File: src/rtl/lsu_data_if.sv
// lsu_data_if: load/store unit front end for the data-memory req/gnt/rvalid bus.
// Accepts one typed access from EX, runs it with one transaction outstanding,
// builds byte enables and lane-rotated store data, and aligns plus extends load data.
// The pipeline is held through lsu_stall_o until lsu_done_o pulses.
//
// Optional feature macro: LSU_MISALIGNED_SPLIT_EN
//   defined   : word-crossing accesses are split into two bus transactions
//   undefined : word-crossing accesses complete at once with lsu_err_o and no bus activity
//
// Ports
//   clk, rst_i                      clock, asynchronous active-high reset
//   lsu_valid_i                     EX access request, held until lsu_done_o
//   load_type_i[2:0]                001 LB, 101 LBU, 010 LH, 110 LHU, 100 LW, 000 none
//   store_type_i[1:0]               01 SB, 10 SH, 11 SW, 00 none
//   addr_i, wdata_i                 effective byte address, LSB-aligned store data
//   lsu_done_o, lsu_err_o           completion pulse, error pulse (with done)
//   lsu_stall_o                     pipeline stall (combinational)
//   lsu_rdata_o                     extended load result, valid with lsu_done_o
//   data_req_o/gnt_i/addr_o/we_o/be_o/wdata_o/rvalid_i/rdata_i   memory bus
module lsu_data_if #(
    parameter int unsigned ADDR_WIDTH = 32,
    parameter int unsigned DATA_WIDTH = 32
) (
    input  logic                    clk,
    input  logic                    rst_i,
    input  logic                    lsu_valid_i,
    input  logic [2:0]              load_type_i,
    input  logic [1:0]              store_type_i,
    input  logic [ADDR_WIDTH-1:0]   addr_i,
    input  logic [DATA_WIDTH-1:0]   wdata_i,
    output logic                    lsu_done_o,
    output logic                    lsu_stall_o,
    output logic [DATA_WIDTH-1:0]   lsu_rdata_o,
    output logic                    lsu_err_o,
    output logic                    data_req_o,
    input  logic                    data_gnt_i,
    output logic [ADDR_WIDTH-1:0]   data_addr_o,
    output logic                    data_we_o,
    output logic [3:0]              data_be_o,
    output logic [DATA_WIDTH-1:0]   data_wdata_o,
    input  logic                    data_rvalid_i,
    input  logic [DATA_WIDTH-1:0]   data_rdata_i
);

    typedef enum logic [2:0] {
        S_IDLE, S_REQ, S_WAIT, S_ERR, S_REQ2, S_WAIT2
    } state_e;

    localparam logic [1:0] SZ_B = 2'd0;
    localparam logic [1:0] SZ_H = 2'd1;
    localparam logic [1:0] SZ_W = 2'd2;

    state_e                  state_q, state_d;
    logic [ADDR_WIDTH-1:0]   addr_q;
    logic [1:0]              off_q;
    logic [3:0]              be_q;
    logic [DATA_WIDTH-1:0]   wdata_q;
    logic                    we_q;
    logic [2:0]              load_type_q;
`ifdef LSU_MISALIGNED_SPLIT_EN
    logic                    split_q;
    logic [3:0]              be2_q;
    logic [DATA_WIDTH-1:0]   rdata1_q;
`endif

    // Request decode
    logic            is_load, is_store, typed, load_code_ok, crossing, bad, accept;
    logic [1:0]      off, size;
    logic [3:0]      be_first, be_second;
    logic [DATA_WIDTH-1:0] wdata_rot;

    always_comb begin
        off          = addr_i[1:0];
        is_load      = (load_type_i != 3'b000);
        is_store     = (store_type_i != 2'b00);
        typed        = is_load | is_store;
        load_code_ok = (load_type_i == 3'b001) || (load_type_i == 3'b101) ||
                       (load_type_i == 3'b010) || (load_type_i == 3'b110) ||
                       (load_type_i == 3'b100);
        if (is_load)
            size = (load_type_i[1:0] == 2'b01) ? SZ_B :
                   (load_type_i[1:0] == 2'b10) ? SZ_H : SZ_W;
        else
            size = (store_type_i == 2'b01) ? SZ_B :
                   (store_type_i == 2'b10) ? SZ_H : SZ_W;
        crossing = ((size == SZ_H) && (off == 2'd3)) || ((size == SZ_W) && (off != 2'd0));
`ifdef LSU_MISALIGNED_SPLIT_EN
        bad = (is_load && is_store) || (is_load && !load_code_ok);
`else
        bad = (is_load && is_store) || (is_load && !load_code_ok) || crossing;
`endif
        accept = (state_q == S_IDLE) && lsu_valid_i && typed;
        // Shifted base mask truncated to 4 bits doubles as the first half of a split
        case (size)
            SZ_B:    be_first = 4'(4'b0001 << off);
            SZ_H:    be_first = 4'(4'b0011 << off);
            default: be_first = 4'(4'b1111 << off);
        endcase
        be_second = (size == SZ_W) ? 4'(4'b1111 >> (3'd4 - 3'(off))) : 4'b0001;
        case (off)
            2'd0:    wdata_rot = wdata_i;
            2'd1:    wdata_rot = {wdata_i[23:0], wdata_i[31:24]};
            2'd2:    wdata_rot = {wdata_i[15:0], wdata_i[31:16]};
            default: wdata_rot = {wdata_i[7:0],  wdata_i[31:8]};
        endcase
    end

    // State register
    always_ff @(posedge clk or posedge rst_i) begin
        if (rst_i) state_q <= S_IDLE;
        else       state_q <= state_d;
    end

    // Next-state logic
    always_comb begin
        state_d = state_q;
        case (state_q)
            S_IDLE: if (accept) state_d = bad ? S_ERR : S_REQ;
            S_REQ:  if (data_gnt_i) state_d = S_WAIT;
            S_WAIT: begin
                if (data_rvalid_i) begin
`ifdef LSU_MISALIGNED_SPLIT_EN
                    state_d = split_q ? S_REQ2 : S_IDLE;
`else
                    state_d = S_IDLE;
`endif
                end
            end
            S_REQ2:  if (data_gnt_i) state_d = S_WAIT2;
            S_WAIT2: if (data_rvalid_i) state_d = S_IDLE;
            default: state_d = S_IDLE;
        endcase
    end

    // Access registers, loaded on accept and advanced between split halves
    always_ff @(posedge clk or posedge rst_i) begin
        if (rst_i) begin
            addr_q      <= '0;
            off_q       <= 2'd0;
            be_q        <= 4'd0;
            wdata_q     <= '0;
            we_q        <= 1'b0;
            load_type_q <= 3'd0;
`ifdef LSU_MISALIGNED_SPLIT_EN
            split_q     <= 1'b0;
            be2_q       <= 4'd0;
            rdata1_q    <= '0;
`endif
        end else if (accept) begin
            addr_q      <= {addr_i[ADDR_WIDTH-1:2], 2'b00};
            off_q       <= off;
            be_q        <= be_first;
            wdata_q     <= wdata_rot;
            we_q        <= is_store;
            load_type_q <= load_type_i;
`ifdef LSU_MISALIGNED_SPLIT_EN
            split_q     <= crossing;
            be2_q       <= be_second;
`endif
        end
`ifdef LSU_MISALIGNED_SPLIT_EN
        else if ((state_q == S_REQ) && data_gnt_i && split_q) begin
            addr_q <= addr_q + ADDR_WIDTH'(4);
            be_q   <= be2_q;
        end else if ((state_q == S_WAIT) && data_rvalid_i && split_q) begin
            rdata1_q <= data_rdata_i;
        end
`endif
    end

    // Load alignment and extension
    logic [2*DATA_WIDTH-1:0] load_win;
    logic [DATA_WIDTH-1:0]   load_sh, load_ext;

    always_comb begin
`ifdef LSU_MISALIGNED_SPLIT_EN
        load_win = split_q ? {data_rdata_i, rdata1_q} : {{DATA_WIDTH{1'b0}}, data_rdata_i};
`else
        load_win = {{DATA_WIDTH{1'b0}}, data_rdata_i};
`endif
        load_sh = DATA_WIDTH'(load_win >> {off_q, 3'b000});
        case (load_type_q)
            3'b001:  load_ext = {{24{load_sh[7]}},  load_sh[7:0]};
            3'b101:  load_ext = {24'd0,             load_sh[7:0]};
            3'b010:  load_ext = {{16{load_sh[15]}}, load_sh[15:0]};
            3'b110:  load_ext = {16'd0,             load_sh[15:0]};
            default: load_ext = load_sh;
        endcase
    end

    // Output logic
    logic rsp_done;

    always_comb begin
        data_req_o   = 1'b0;
        data_addr_o  = '0;
        data_we_o    = 1'b0;
        data_be_o    = 4'd0;
        data_wdata_o = '0;
        lsu_err_o    = 1'b0;
        rsp_done     = 1'b0;
        case (state_q)
            S_REQ, S_REQ2: begin
                data_req_o   = 1'b1;
                data_addr_o  = addr_q;
                data_we_o    = we_q;
                data_be_o    = be_q;
                data_wdata_o = wdata_q;
            end
`ifdef LSU_MISALIGNED_SPLIT_EN
            S_WAIT:  rsp_done = data_rvalid_i && !split_q;
`else
            S_WAIT:  rsp_done = data_rvalid_i;
`endif
            S_WAIT2: rsp_done = data_rvalid_i;
            S_ERR:   lsu_err_o = 1'b1;
            default: ;
        endcase
        lsu_done_o  = rsp_done | lsu_err_o;
        lsu_rdata_o = (rsp_done && !we_q) ? load_ext : '0;
        lsu_stall_o = lsu_valid_i && typed && !lsu_done_o;
    end

endmodule

File: config.mk
export PLATFORM = sky130hd
export DESIGN_NAME = lsu_data_if
export DESIGN_NICKNAME = d
export VERILOG_FILES = /design/src/rtl/lsu_data_if.sv
export SDC_FILE = /design/constraint.sdc
export NUM_CORES = 1
export LEC_CHECK = 0
export ABC_AREA = 0
export CAP_MARGIN = 40
export CORE_ASPECT_RATIO = 1.1
export CORE_MARGIN = 8
export CORE_UTILIZATION = 40
export CTS_CLUSTER_SIZE = 40
export DETAILED_ROUTE_END_ITERATION = 7
export PLACE_DENSITY = 0.78
export SLEW_MARGIN = 20
export SYNTH_ARGS = -nofsm -noshare
export SYNTH_HDL_FRONTEND = slang
export SYNTH_SLANG_ARGS = --single-unit
File: constraint.sdc
create_clock -name clk -period 2.3 [get_ports clk]
set_input_delay 0.46 -clock clk [delete_from_list [all_inputs] [get_ports clk]]
set_output_delay 0.46 -clock clk [all_outputs]
set_load 0.05 [all_outputs]
# After elaboration in Yosys (flattened, before gate mapping)
# Index checks and enable logic that the tools add are counted.
[word_totals] elab_cells=90 mem_bits_rw=0 latchBits=0 memories=0 romBits=0 reg_bits=75
[classes] n_lt_le_gt_ge=0 n_eq_ne=27 mul=0 n_addsub=0 n_div=0 n_reduce_logical=28 n_shift=4 mux=22 bitwise_logic=2
[op_table] operator="$pmux 32 s4" n=1
[op_table] operator="$mux 32" n=3
[op_table] operator="$pmux 32 s3" n=1
[op_table] operator="$shr 32x5->32" n=1
[op_table] operator="$eq 3x3->1 const B" n=7
[op_table] operator="$eq 3x2->1 const B" n=4
[op_table] operator="$mux 2" n=6
[op_table] operator="$mux 3" n=4
[op_table] operator="$pmux 3 s4" n=1
[op_table] operator="$eq 2x2->1 const B" n=5
[op_table] operator="$eq 3x1->1 const B" n=3
[op_table] operator="$logic_and 1x1->1" n=9
[op_table] operator="$eq 2x1->1 const B" n=4
[op_table] operator="$pmux 4 s2" n=1
[op_table] operator="$logic_or 1x1->1" n=7
[op_table] operator="$ne 2x2->1 const B" n=3
[op_table] operator="$logic_not 2->1" n=2
[op_table] operator="$mux 1" n=4
[op_table] operator="$mux 4" n=1
[op_table] operator="$reduce_and 4->1" n=1
[op_table] operator="$reduce_bool 2->1" n=2
[op_table] operator="$reduce_or 2->1" n=2
[op_table] operator="$shl 1x2->4 const A" n=1
[op_table] operator="$shl 2x2->4 const A" n=1
[op_table] operator="6 further kinds" n=9

# Depth between registers and ports, before layout
[depth] word_depth=12 ltp_mapped=8 depth_no_buf=6

# Least setup slack after synthesis
# OpenSTA, ideal clock, no wires.
[synth_path] path_type="register to output" start="register state_q[2]" end="output port lsu_rdata_o[16]" required_ps=1840 stages_incl_launch_ff=7 setup_slack_ps=-706 arrival_ps=2546 path_cell_list="dfrtp_1 buf_6 or3b_4 a21o_1 or2_1 buf_2 o21ai_0"
[synth_between] elab_chain_cells=5 word_cells_on_any_way=6
[synth_rtl] element="start, declared" line_no="53" rtl="state_e state_q, state_d;"
[synth_rtl] element="start signal, assigned" line_no="111" rtl="else state_q <= state_d;"
[synth_rtl] element="$eq 3x3->1 / $eq 3x2->1 (equally long branches)" line_no="202" rtl="case (state_q)"
[synth_rtl] element="$reduce_or 2->1 (no source line) (*)"
[synth_rtl] element="$mux 1 (*)" line_no="202"
[synth_rtl] element="$logic_and 1x1->1 (*)" line_no="220" rtl="lsu_rdata_o = (rsp_done && !we_q) ? load_ext : '0;"
[synth_rtl] element="$mux 32 (*)" line_no="220"
[synth_rtl] element="end, declared" line_no="33" rtl="output logic [DATA_WIDTH-1:0] lsu_rdata_o,"
# Mark *: on every way between the ends. The rest lies on a longest branch, timed or not.

# Final worst setup path
[layout_path] start="register state_q[2]" end="output port lsu_rdata_o[19]"
# Same word-level chain as after synthesis.

==> metrics.md <==
| Metric | Value |
|---|---|
| # DRC | `0` |
| Crit path time final | `2.59 ns` |
| Avg Inst Size Synth | `11.3 um^2` |
| Yosys warning total | `0` |
| Grt total ovfl | `0` |
| H-tree depth | `3` |
| Worst Reg-to-Reg Cells | `6` |
| Clk sinks | `75` |
| RePlAce Congestion | `0.920` |
| Final Setup Violations | `31` |
| Leakage | `4.00 nW` |
| Tcrit/Tclk final | `1.12` |
| Hold Violations, Final | `0` |
| Synth Register Bits | `75` |
| CTS Buffer Depth | `2` |
| Post-Route WL | `19.0 mm` |
| Share of cells above drive strength 1 | `0.583` |
| Post-synth ARST share | `1.00` |
| Vias in the first global route | `5223` |
| Failing checks | `setup timing` |
| Share of the synthesized area in the top cell type | `0.367` |
| Worst slew pin tran | `0.644 ns` |
| First-pass DRT Iterations | `5` |
| First-pass GRT wire length | `27.6 mm` |
| DPL Wire Length | `13.7 mm` |
| Port Buf Inserts | `208` |
| Top FF cell, synth | `dfrtp_1` |
| Number of synthesized flops with an enable pin | `0` |
| DR vias | `4754` |
| CP Max Fanout | `5` |
| Power Density | `1260 mW/mm^2` |
| Fmax | `387 MHz` |
| Detailed Route Iter0 Violations | `282` |
| Area contributors post-synth | `dfrtp_1 (37%), mux2_2 (17%), mux4_2 (14%)` |
| Fin Setup TNS | `-5.54 ns` |
| Initial antenna violation count | `0` |
| Status | `complete, but fails checks` |
| Largest net degree at the start of global routing | `53` |
| Detail Route Antenna Nets | `0` |
| Area occupied by multi-input gates | `0.00362 mm^2` |
| FF/Latch Area | `0.00188 mm^2` |
| Final worst slack | `-0.286 ns` |
| Clk Tree Root Cell | `clkbuf_16` |
| Site row count | `43` |
| Die Ht | `135 um` |
| Fin util | `0.780` |
| Post-synth cell types | `45` |
| Number of max-cap violations | `0` |
| Normalized max-slew margin | `0.559` |
| Critical path type | `flip-flop to output pin` |
| Final net count | `810` |
| Syn Inst Count | `453` |
| Clock Latency Late Sink | `0.33 ns` |
| Peak VDD IR | `0.000857 V` |
| Most used cells in the layout excluding fill and tap cells | `buf_12 (100), clkdlybuf4s50_1 (99), mux2_2 (75), dfrtp_1 (74), and2_4 (61)` |
| Synth Cell Area | `0.00512 mm^2` |
| Skew final | `0.00547 ns` |
| Core area | `0.0125 mm^2` |
| Cts hold-fix bufs | `0` |
| Area of the die | `0.0167 mm^2` |
| Post-synthesis sequential area ratio | `0.367` |
| Hold WC Path Type | `flip-flop to flip-flop` |
| Clock-pin slew of the registers on the worst-case setup and hold paths | `0.06 ns` |
| Commonest non-fill, non-tap cell in the layout | `buf_12` |
| Via density per instance | `5.53` |
| I/O pins | `211` |
| CTS tree | `built` |
| Initial Util | `0.408` |
| GRT Util Overall | `0.211` |
| CP required | `1.84 ns` |
| Cell taking the most area after synthesis | `dfrtp_1` |
| Startpoint types | `flip-flop` |
| DIE WIDTH | `124 um` |
| Post-DR wirelength/cell | `22.0 um` |
| Fin. max-slew vios | `0` |
| Syn-to-layout area delta | `91.0%` |
| Final Total Pwr | `12.3 mW` |
| Antenna Cells | `0` |
| RSZ-0062 raised after global routing | `yes` |
| Crit end category | `output pin` |
| Pre-CTS WS | `-0.296 ns` |
| Fill cells | `715` |
| Worst EP arrival | `2.13 ns` |
| Hold path depth | `2` |
| Num CTS Buffers | `9` |
-- timing repair --
item	in CTS	in global routing
setup endpoints to repair	34	77
pin swaps	3	5
gates resized for setup	59	89
cloned	0	5
buffers inserted	7	6
-- state kept, by name (all words and copies together) (netlist names) --
| signal | count |
|---|---|
| off_q | 2 |
| addr_q | 30 |
| load_type_q | 3 |
| wdata_q | 32 |
| state_q | 3 |
| be_q | 4 |
| we_q | 1 |
-- power by group --
group / switching [mW] / leakage, nW / internal [mW]
Combinational: 4.22 / 2.98 / 4.29
Clock: 0.532 / 0.142 / 0.863
Sequential: 0.398 / 0.887 / 1.99
-- layout make-up --
cell class	count	share of cell area
Tap cell	157	0.0201
Inverter	9	0.00397
Clock buffer	11	0.0248
Clock inverter	4	0.00525
Sequential cell	75	0.192
Timing Repair Buffer	275	0.383
Multi-Input combinational cell	329	0.371
-- worst max-delay path: stages (launching register included) --
cell and delay [ns]:
dfrtp_1 0.37, or3b_4 0.42, a21o_1 0.21, or2_4 0.29
clkbuf_16 0.19, o21ai_4 0.14, buf_6 0.18
-- per-layer routing --
metal	part of all wire	wire length, um	up-vias	track usage
met1	0.35	6720	2402	0.219
met4	0.024	451	0	0.0743
li1	-	-	2120	-
met5	0	0	-	0
met2	0.52	9950	200	0.378
met3	0.097	1830	32	0.0768
-- synthesized netlist by cell type (8+ instances only) --
cell type and count:
mux2_2 77, dfrtp_1 75, and2_1 73, mux4_2 32, nor2_1 19, nand2_1 18
o21ai_0 18, mux2i_1 17, buf_2 16, clkbuf_1 16, a21oi_1 14, a211oi_1 8
inv_1 8, o2bb2ai_1 8
-- through the flow --
stage | hold WS, ns | area [um^2] | instances
floorplan | 0.440 | 5470 | 454
global placement | 0.462 | 8830 | 829
detailed placement | 0.466 | 8830 | 829
CTS | 0.479 | 9390 | 851
global route | 0.508 | 9770 | 860
finish | 0.482 | 9770 | 860
-- cells by family (layout without fill, tap and decap cells) --
group	count (synthesis)	in the layout	synth area share
AND/OR/NAND/NOR	129	129	0.141
buffers and inverters	50	299	0.0472
adder cells (fa/ha/maj)	5	5	0.0122
AO/OA/AOI/OAI	65	65	0.0858
other	1	2	0.000733
flip-flops	75	75	0.367
multiplexers	126	126	0.343
XOR/XNOR	2	2	0.00342
-- path summary, 6_finish.rpt --
check                      startpoint         endpoint  slack [ns]
max in group asynchronous       rst_i      wdata_q[25]        1.11
min in group asynchronous       rst_i        addr_q[4]        0.56
min reg2reg                   be_q[1]          be_q[1]        0.48
max reg2reg                state_q[2]      wdata_q[12]        0.67
min                           be_q[1]          be_q[1]        0.48
max                        state_q[2]  lsu_rdata_o[19]       -0.29
(Power assumes the default switching activity.)
==> RTL change, RTL diff (same settings) <==
Register the output `lsu_err_o`; this adds one clock of latency there. The other outputs are not delayed to match.
--- a/src/rtl/lsu_data_if.sv
+++ b/src/rtl/lsu_data_if.sv
@@ -50,6 +50,8 @@
     localparam logic [1:0] SZ_H = 2'd1;
     localparam logic [1:0] SZ_W = 2'd2;
 
+    logic lsu_err_d;
+
     state_e                  state_q, state_d;
     logic [ADDR_WIDTH-1:0]   addr_q;
     logic [1:0]              off_q;
@@ -197,7 +199,7 @@
         data_we_o    = 1'b0;
         data_be_o    = 4'd0;
         data_wdata_o = '0;
-        lsu_err_o    = 1'b0;
+        lsu_err_d    = 1'b0;
         rsp_done     = 1'b0;
         case (state_q)
             S_REQ, S_REQ2: begin
@@ -213,13 +215,17 @@
             S_WAIT:  rsp_done = data_rvalid_i;
 `endif
             S_WAIT2: rsp_done = data_rvalid_i;
-            S_ERR:   lsu_err_o = 1'b1;
+            S_ERR:   lsu_err_d = 1'b1;
             default: ;
         endcase
-        lsu_done_o  = rsp_done | lsu_err_o;
+        lsu_done_o  = rsp_done | lsu_err_d;
         lsu_rdata_o = (rsp_done && !we_q) ? load_ext : '0;
         lsu_stall_o = lsu_valid_i && typed && !lsu_done_o;
     end
 
+    always_ff @(posedge clk) begin
+        lsu_err_o <= lsu_err_d;
+    end
+
 endmodule
 
Formal check against the unedited RTL: not equivalent (a bounded check fails within 4 cycles, from zero or initial values and one cycle with rst_i high).
==> RTL change against the original RTL <==
The flow still finishes with violations (negative setup slack); setup slack worse by 0.25 ns; first-iteration DRC count shrank 33%; power decreased by 7.6%; wire length decreased by 1.9%; cell count decreased by 0.58%; die area decreased by 1.2%; clock skew is 0.00088 ns lower; critical path depth is the same; sequential cell count up 1; cell area fell by 0.51%; core utilization fell by 0.065 points; synthesized area fell by 1.4%.
==> RTL change: results (changes against the original RTL) <==
Cells and area
  • Bufs w/o clock: 274 (-0.36%)
  • Area of the multi-input gates: 3455 sq um (-4.7%)
  • Nets@finish: 804 (-0.74%)
  • Register share of the cell area: 19.51% (+0.29 points)
  • Share of cells above drive strength 1: 54.44% (-3.9 points)
  • Clock buf/inv share: 3.461% (+0.45 points)
  • Fin cells: 855 (-0.58%)

Power
  • Peak supply drop: 0.0006973 V (-19%)
  • Net load switching power: 0.004650 W (-9.7%)
  • Clock power share: 13.8% (+2.4 points)
  • P_leak: 4.027 nW (+0.58%)
  • Pwr dens: 1168 nW/um^2 (-7.1%)

STA
  • Final Skew: 0.004588 ns (-0.0008807 ns)
  • Setup violators final: 32 (+3.2%)
  • Final setup margin: -0.5330 ns (-0.2472 ns)

Synthesis
  • Synth area leaders: dfrtp_1, mux2_2, mux4_2
  • Ys async rst share: 98.68% (-1.3 points)
  • Synth cell count leaders: dfrtp_1, and2_1, mux2_2
  • Mux cell area share after synthesis: 32.99% (-1.4 points)
  • Cell variety after synth: 41 (-8.9%)
  • Sequential element share of the synthesized area: 37.57% (+0.91 points)
  • Syn Area/Cell: 11.27 sq um (-0.27%)

Placed design
  • Placer congestion estimate: 0.8978 (-2.4%)
  • Post-Place Worst Slack: -0.4917 ns (-0.1955 ns)
  • Placed insts: 815 (-1.7%)
  • Post-DP HPWL: 12,870 microns (-6.0%)

Floorplan
  • Core Area: 12,480 sq um (-0.43%)

Detailed routing
  • Vias: 4,677 (-1.6%)

Global route
  • Largest net degree at the start of global routing: 76 (+43%)
  • First-pass GRT wire length: 26,760 microns (-2.9%)
  • Vias in the first global route: 5,006 (-4.2%)

Setup path
  • Crit Path Max Fanout: 8 (+3)
  • Critical Path AT: 2.37 ns (+0.24 ns)
  • Largest stage delay, worst path: 0.49 ns (+0.07 ns)

CTS
  • # Post-CTS Setup Buffers: 9 (+2)
  • TritonCTS Sinks: 76 (+1.3%)
  • CTS resizes: 38 (-36%)

Run status
  • Status: complete, but fails checks
  • Failing checks: negative setup slack
==> RTL change: final timing paths <==
path | startpoint | slack [ns] | cells after the start | endpoint
min in group asynchronous | rst_i | 0.56 | 3 | addr_q[13]$_DFFE_PP0P_
hold / removal | be_q[0]$_DFFE_PP0P_ | 0.49 | 2 | be_q[0]$_DFFE_PP0P_
setup / recovery | state_q[2]$_DFFE_PP0P_ | -0.53 | 6 | lsu_rdata_o[29]
max in group asynchronous | rst_i | 1.38 | 3 | wdata_q[2]$_DFFE_PP0P_
setup reg to reg | state_q[1]$_DFFE_PP0P_ | 0.41 | 5 | wdata_q[3]$_DFFE_PP0P_
hold reg to reg | be_q[0]$_DFFE_PP0P_ | 0.49 | 2 | be_q[0]$_DFFE_PP0P_
==> RTL change: per-layer routing <==
metal / wire length [microns] / vias up / GRT usage [%]
met4: 700 / 0 / 8.975
li1: - / 2102 / -
met2: 9733 / 207 / 36.11
met3: 1435 / 46 / 6.852
met1: 6733 / 2322 / 22.58
met5: 0 / - / 0
